**config.mk**
```make
export PLATFORM = sky130hd
export DESIGN_NAME = param_write_decoder
export DESIGN_NICKNAME = d
export VERILOG_FILES = /design/src/rtl/synth_cfg_pkg.sv /design/src/rtl/sync_edge_det.sv /design/src/rtl/param_write_decoder.sv
export SDC_FILE = /design/constraint.sdc
export NUM_CORES = 1
export LEC_CHECK = 0
export ABC_AREA = 0
export ABC_CLOCK_PERIOD_IN_PS = 2800
export BUFFER_PORTS_ARGS = -buffer_cell sky130_fd_sc_hd__buf_2
export CORE_ASPECT_RATIO = 0.75
export CORE_MARGIN = 8
export CORE_UTILIZATION = 30
export CTS_BUF_LIST = sky130_fd_sc_hd__clkbuf_4 sky130_fd_sc_hd__clkbuf_8 sky130_fd_sc_hd__clkbuf_16
export DETAILED_ROUTE_END_ITERATION = 10
export GPL_TIMING_DRIVEN = 1
export REMOVE_ABC_BUFFERS = 1
export SYNTH_ARGS = -nofsm -noshare
export SYNTH_HDL_FRONTEND = slang
export SYNTH_HIERARCHICAL = 1
export SYNTH_SLANG_ARGS = --single-unit
```
**constraint.sdc**
```tcl
create_clock -name CLOCK_25 -period 2.8 [get_ports CLOCK_25]
set_input_delay 0.28 -clock CLOCK_25 [delete_from_list [all_inputs] [get_ports CLOCK_25]]
set_output_delay 0.28 -clock CLOCK_25 [all_outputs]
set_load 0.05 [all_outputs]
```
**src/rtl/synth_cfg_pkg.sv**
```systemverilog
// Shared synth configuration: decoder FSM states, bank indices, default map.
package synth_cfg_pkg;

  typedef enum logic [2:0] {
    IDLE   = 3'd0,
    DECODE = 3'd1,
    WAIT   = 3'd2,
    STROBE = 3'd3,
    HOLD   = 3'd4
  } state_t;

  localparam int BANK_ENV = 0;
  localparam int BANK_OSC = 1;
  localparam int BANK_M1  = 2;
  localparam int BANK_M2  = 3;
  localparam int BANK_COM = 5;

  localparam logic [7:0] DEF_BANK_MASK = 8'b0010_1111;

endpackage

```
**src/rtl/sync_edge_det.sv**
```systemverilog
// Multi-flop synchroniser plus rising-edge detector for async parser strobes.
module sync_edge_det #(
  parameter int SYNC_STAGES = 2
) (
  input  logic i_clk,
  input  logic i_rst,
  input  logic i_d,
  output logic o_sync,
  output logic o_rise
);

  logic [SYNC_STAGES-1:0] r_sync;
  logic                   r_edge;

  always_ff @(posedge i_clk or posedge i_rst) begin
    if (i_rst) begin
      r_sync <= '0;
      r_edge <= 1'b0;
    end else begin
      r_sync <= {r_sync[SYNC_STAGES-2:0], i_d};
      r_edge <= r_sync[SYNC_STAGES-1];
    end
  end

  assign o_sync = r_sync[SYNC_STAGES-1];
  assign o_rise = o_sync & ~r_edge;

endmodule

```
**src/rtl/param_write_decoder.sv**
```systemverilog
// Sysex bank/parameter write decoder with delayed write strobe.
// Optional PWD_WRITE_ACK_EN: write held until wr_ack handshake.
module param_write_decoder
  import synth_cfg_pkg::*;
#(
  parameter int NUM_BANKS = 8,
  parameter logic [NUM_BANKS-1:0] BANK_MASK = NUM_BANKS'(DEF_BANK_MASK),
  parameter int ADR_W = 7,
  parameter int DATA_W = 8,
  parameter int SYNC_STAGES = 2,
  parameter int WR_DELAY = 2,
  localparam int BANK_W = (NUM_BANKS > 1) ? $clog2(NUM_BANKS) : 1
) (
  input  logic                 CLOCK_25,
  input  logic                 reset_reg,
  input  logic                 data_ready,
  input  logic [BANK_W-1:0]    bank_adr,
  input  logic [ADR_W-1:0]     param_adr,
  input  logic [DATA_W-1:0]    param_data,
`ifdef PWD_WRITE_ACK_EN
  input  logic                 wr_ack,
`endif
  output logic [NUM_BANKS-1:0] bank_sel,
  output logic                 write,
  output logic [ADR_W-1:0]     wr_adr,
  output logic [DATA_W-1:0]    wr_data,
  output logic                 busy,
  output logic                 bank_err,
  output logic                 overrun
);

  localparam int MAP_W = 1 << BANK_W;
  // Zero-extended map: bank codes beyond NUM_BANKS read as unmapped
  localparam logic [MAP_W-1:0] MAP = MAP_W'(BANK_MASK);

  logic w_sync;
  logic w_rise;

  sync_edge_det #(
    .SYNC_STAGES(SYNC_STAGES)
  ) u_sync (
    .i_clk (CLOCK_25),
    .i_rst (reset_reg),
    .i_d   (data_ready),
    .o_sync(w_sync),
    .o_rise(w_rise)
  );

  state_t              r_state, w_state_n;
  logic [3:0]          r_cnt, w_cnt_n;
  logic [BANK_W-1:0]   r_cap_bank;
  logic [ADR_W-1:0]    r_cap_adr;
  logic [DATA_W-1:0]   r_cap_data;
  logic [NUM_BANKS-1:0] r_sel, w_sel_n;
  logic [ADR_W-1:0]    r_wadr, w_wadr_n;
  logic [DATA_W-1:0]   r_wdata, w_wdata_n;
  logic                r_write, w_write_n;
  logic                r_err, w_err_n;
  logic                r_ovr, w_ovr_n;
  logic                w_cap;
  logic                w_mapped;
  logic [NUM_BANKS-1:0] w_onehot;

  assign w_mapped = MAP[r_cap_bank];
  assign w_onehot = {{(NUM_BANKS-1){1'b0}}, 1'b1} << r_cap_bank;

  always_ff @(posedge CLOCK_25 or posedge reset_reg) begin
    if (reset_reg) begin
      r_state    <= IDLE;
      r_cnt      <= '0;
      r_cap_bank <= '0;
      r_cap_adr  <= '0;
      r_cap_data <= '0;
      r_sel      <= '0;
      r_wadr     <= '0;
      r_wdata    <= '0;
      r_write    <= 1'b0;
      r_err      <= 1'b0;
      r_ovr      <= 1'b0;
    end else begin
      r_state <= w_state_n;
      r_cnt   <= w_cnt_n;
      if (w_cap) begin
        r_cap_bank <= bank_adr;
        r_cap_adr  <= param_adr;
        r_cap_data <= param_data;
      end
      r_sel   <= w_sel_n;
      r_wadr  <= w_wadr_n;
      r_wdata <= w_wdata_n;
      r_write <= w_write_n;
      r_err   <= w_err_n;
      r_ovr   <= w_ovr_n;
    end
  end

  always_comb begin
    w_state_n = r_state;
    w_cnt_n   = r_cnt;
    w_sel_n   = r_sel;
    w_wadr_n  = r_wadr;
    w_wdata_n = r_wdata;
    w_write_n = 1'b0;
    w_err_n   = 1'b0;
    w_cap     = 1'b0;
    w_ovr_n   = r_ovr | (w_rise & (r_state != IDLE));
    unique case (r_state)
      IDLE: begin
        if (w_rise) begin
          w_cap     = 1'b1;
          w_state_n = DECODE;
        end
      end
      DECODE: begin
        if (w_mapped) begin
          w_sel_n   = w_onehot;
          w_wadr_n  = r_cap_adr;
          w_wdata_n = r_cap_data;
          w_cnt_n   = 4'(WR_DELAY - 1);
          w_state_n = WAIT;
        end else begin
          w_sel_n   = '0;
          w_err_n   = 1'b1;
          w_state_n = IDLE;
        end
      end
      WAIT: begin
        if (r_cnt == 4'd0) begin
          w_write_n = 1'b1;
          w_state_n = STROBE;
        end else begin
          w_cnt_n = r_cnt - 4'd1;
        end
      end
      STROBE: begin
`ifdef PWD_WRITE_ACK_EN
        if (wr_ack) begin
          w_state_n = HOLD;
        end else begin
          w_write_n = 1'b1;
        end
`else
        w_state_n = HOLD;
`endif
      end
      HOLD: begin
        if (!w_sync) w_state_n = IDLE;
      end
      default: w_state_n = IDLE;
    endcase
  end

  assign bank_sel = r_sel;
  assign write    = r_write;
  assign wr_adr   = r_wadr;
  assign wr_data  = r_wdata;
  assign busy     = (r_state != IDLE);
  assign bank_err = r_err;
  assign overrun  = r_ovr;

endmodule

```
==> summary by stage <==
Outcome
The flow ran to the end, and the final reports show no timing, DRC or antenna violations.

Floorplan
After floorplanning, the core was sized to cover roughly 6800 um2. The die area is roughly 9900 um2. between 40 and 50 I/O pins were placed.

The vertical die dimension is ~88 um. For this configuration, the core starts out at a cell density of 0.3082. The count of standard-cell rows is 26. From left edge to right edge, the die measures between 100 and 150 um.

Final layout
The share of the core filled with cells is 0.3744. The area growth from synthesis to layout is 21.48%. The final-layout fill cell count is around 670. 0 antenna diodes ended up in the layout. The register area is 1351 um2.

Summing all multi-input logic gate instances after layout gives between 600 and 700 um2. The fraction of final layout cells with drive strength greater than 1 is 0.4752. The net total in the final layout is 223. The count of placed standard cells in the final layout, fillers left out is around 290.

STA
Across all hold checks on the routed design, the worst slack comes to between 90 and 100 ps. The final period utilization is 0.7597. Setup total negative slack on the finished layout was measured at 0 ps. The final number of hold-violating endpoints is 0.

The post-route minimum period is between 2000 and 2500 ps. Setup violations remaining at the end of the flow were counted as 0. The upper clock frequency limit is between 0.4 and 0.5 GHz. Setup repair after global routing left no endpoint under its margin. The count of final max-slew check failures is 0. Between clock sinks in the finished design, the worst skew comes to around 13 ps. In this run the tightest slew margin relative to its limit is 0.5959. The transition time of the tightest slew-check pin is 604.8 ps.

Clocking
In this run the number of H-tree levels came out at 2. TritonCTS built the clock tree. Once the clock tree was built, the resizer swapped 0 gates to a different size. The post-CTS clock slew at the launch and capture registers of the worst setup and hold paths is 100 ps.

The number of buffers added for setup after CTS is 0. Clock tree synthesis inserted a total of 5 buffers. The number of buffers on the longest clock path is 2.

The number of buffers inserted by hold repair at cts is 1. Clock latency on the worst-skew pair, taken at its later pin, is about 310 ps. The number of sinks driven by the clock tree is 54. The library cell used as clock root buffer is sky130_fd_sc_hd__clkbuf_8.

Pwr
The ratio of total power to cell area is 1238 nW/um2. The maximum ir drop on the vdd rail is around 450 uV. The internal power of the cells totals about 1.8 mW. The combinational share of power is 0.442. Of the total power, the share spent switching nets is 0.4340. The share of total power dissipated in sequential elements is 0.410.

The switching power is ~1.4 mW. Of the total power, the clock network draws 0.148. The total leakage power is roughly 1.2 nW.

Yosys
The share of synthesized area in the top cell type comes to 0.6479. The register bit count reported by yosys is 54. The post-synthesis adder-cell area fraction is 0.005999. The synthesized netlist occupies a cell area of 2086 um2. The portion of synthesized area spent on multiplexers is 0.1722. The largest area contributor in the netlist is sky130_fd_sc_hd__dfrtp_1. Synthesis handed over a netlist of ~150 instances. Ranked by instance count, the synthesized netlist is headed by 54 x sky130_fd_sc_hd__dfrtp_1, 31 x sky130_fd_sc_hd__mux2_2, 9 x sky130_fd_sc_hd__nand2_1. After synthesis, the cell types taking the most area are sky130_fd_sc_hd__dfrtp_1 65%, sky130_fd_sc_hd__mux2_2 17%, sky130_fd_sc_hd__nand2_1 1.6%, sky130_fd_sc_hd__inv_1 1.4%, sky130_fd_sc_hd__o31ai_1 1.1%. The most frequently used cell type in the post-synthesis netlist is sky130_fd_sc_hd__dfrtp_1. Of the total synthesized cell area, the portion taken by AND, OR, NAND and NOR gates is 0.08278. The share of synthesized area occupied by flip-flops and latches is 0.6479. Of the total synthesized cell area, the portion taken by XOR and XNOR cells is 0.

Yosys mapped a number of flops with a built-in enable equal to 0. Synthesis instantiated 33 different standard cells from the library. After synthesis, the largest family of logic cells by area is multiplexers. The synthesized area per cell is ~14 um2.

Yosys printed 6 warnings. The most used flip-flop cell after synthesis is sky130_fd_sc_hd__dfrtp_1. Counting flops with an async set or reset pin after synthesis yields a share of 1.000. The share of the synthesized area in compound gates (AO/OA/AOI/OAI) came to 0.06059.

Critical path
In this run the worst path has a maximum fanout of 18. In this run the critical register-to-register path is captured at wr_data[7]. The number of cells on the worst reg-to-reg path is 3. STA puts the critical path data arrival time at around 2300 ps. The required time reported for the critical path endpoint is ~3000 ps. For flop-to-flop paths, the worst setup slack is ~670 ps. In this run the critical register-to-register path is launched from r_state[1].

The worst setup path is launched from a flop. The critical path endpoint category is a flop. The worst setup path is of the flop to flop kind.

Route
The routed via count divided by cell count is 4.483. The number of detailed-routing iterations run before antenna repair is 4. The final route contains approximately 1,300 vias.

Summed over all layers, the routed wires come to about 4.0 mm. The mean routed wirelength per cell is around 14 um. The starting DRC count in detailed routing is just over 60. The post-detailed-route DRC marker count is 0.

The detail route stage leaves a number of antenna-violating nets equal to 0.

Placement
In this run, placement finished with an instance count of approximately 280. The estimated wirelength of the detail-placed design is between 2 and 3 mm. Input and output buffers added on the ports amount to 47.

Routability-driven placement finished with a final weighted congestion of between 0.7 and 0.8.

Hold path
The worst hold path terminates at u_sync/r_sync[0]. The path type of the worst min-delay path is input port to flop. Counting instances, the worst hold path has a depth of 1. The worst min-delay path startpoint is data_ready.

Global routing
Global routing finished with a remaining overflow of 0. The first global-routing pass estimated 6.948 mm of wire. In the global route stage, overall resource usage came out at 0.08964. The via count of the first global-routing pass came to 1,383.

The initial antenna violation count is 0. Entering global routing, the biggest net connects 24 pins.

Flow run
The max-capacitance violation count is 0.
-- cells in the final DEF (no fill, tap or decap), drive strengths merged, types with 2 or more instances in the layout --
| master | n |
|---|---|
| a21o | 2 |
| a21oi | 2 |
| and2 | 3 |
| buf | 51 |
| clkbuf | 6 |
| dfrtp | 54 |
| inv | 9 |
| mux2 | 31 |
| nand2 | 9 |
| nand2b | 2 |
| nor2 | 3 |
| nor2b | 2 |
| o21ai | 4 |
| o31ai | 3 |
| o41ai | 2 |
| or3 | 2 |
| or3b | 3 |
-- per-stage QoR --
step | total power [mW] | instance area, um2 | setup WS, ps
floorplan | 2.361 | 2052 | 354.1
global placement | 2.682 | 2425 | 715.9
detailed placement | 2.712 | 2425 | 655.5
CTS | 3.181 | 2534 | 635.0
global route | 3.349 | 2534 | 508.9
finish | 3.136 | 2534 | 672.9
-- registers in the layout (all words and copies together), names as in the netlist --
register	count
wr_data	8
r_cap_data	8
wr_adr	7
bank_sel	8
u_sync/r_sync	2
bank_err	1
r_state	3
r_cap_bank	3
u_sync/r_edge	1
r_cap_adr	7
write	1
overrun	1
r_cnt	4
-- cell families after synthesis --
group	Yosys count
AOI/OAI and AO/OA	17
adders and majority gates	1
buffers and inverters	14
DFF	54
muxes	32
and+or+nand+nor	30
-- routing by layer --
layer	share of wire	GRT usage	vias up
li1	-	-	619
met1	0.48	0.1099	625
met2	0.44	0.1319	34
met3	0.067	0.03817	4
met4	0.015	0.04878	0
met5	0	0	-
-- how the worst max path moves through the flow --
stage,start,to,cells after the start
floorplan,r_state[1],r_cap_adr[0],3
global placement,r_state[1],wr_adr[5],3
detailed placement,r_state[1],wr_data[7],3
CTS,r_state[1],wr_data[7],3
global route,r_state[1],wr_data[7],3
finish,r_state[1],wr_data[7],3
-- power groups by stage --
stage	clock network (mW)	logic [mW]	registers, mW
after floorplan	0	0.586	1.77
after global placement	0	1.38	1.30
after detailed placement	0	1.41	1.30
after CTS	0.483	1.41	1.29
after global routing	0.515	1.49	1.34
final	0.464	1.39	1.29
-- worst max-delay path, stage by stage, from the launching register on --
cell                      delay, ps
sky130_fd_sc_hd__dfrtp_1        430
sky130_fd_sc_hd__or3b_1         600
sky130_fd_sc_hd__a21oi_4        570
sky130_fd_sc_hd__mux2_2         400
-- final cells by class --
class / instances / area share
Sequential cell: 54 / 0.5333
Clock buffer: 6 / 0.03259
Multi-Input combinational cell: 80 / 0.2657
Inverter: 8 / 0.01185
Timing Repair Buffer: 52 / 0.1086
Tap cell: 84 / 0.04148
Clock inverter: 2 / 0.006420
No activity file was read; power rests on OpenSTA's default activity.
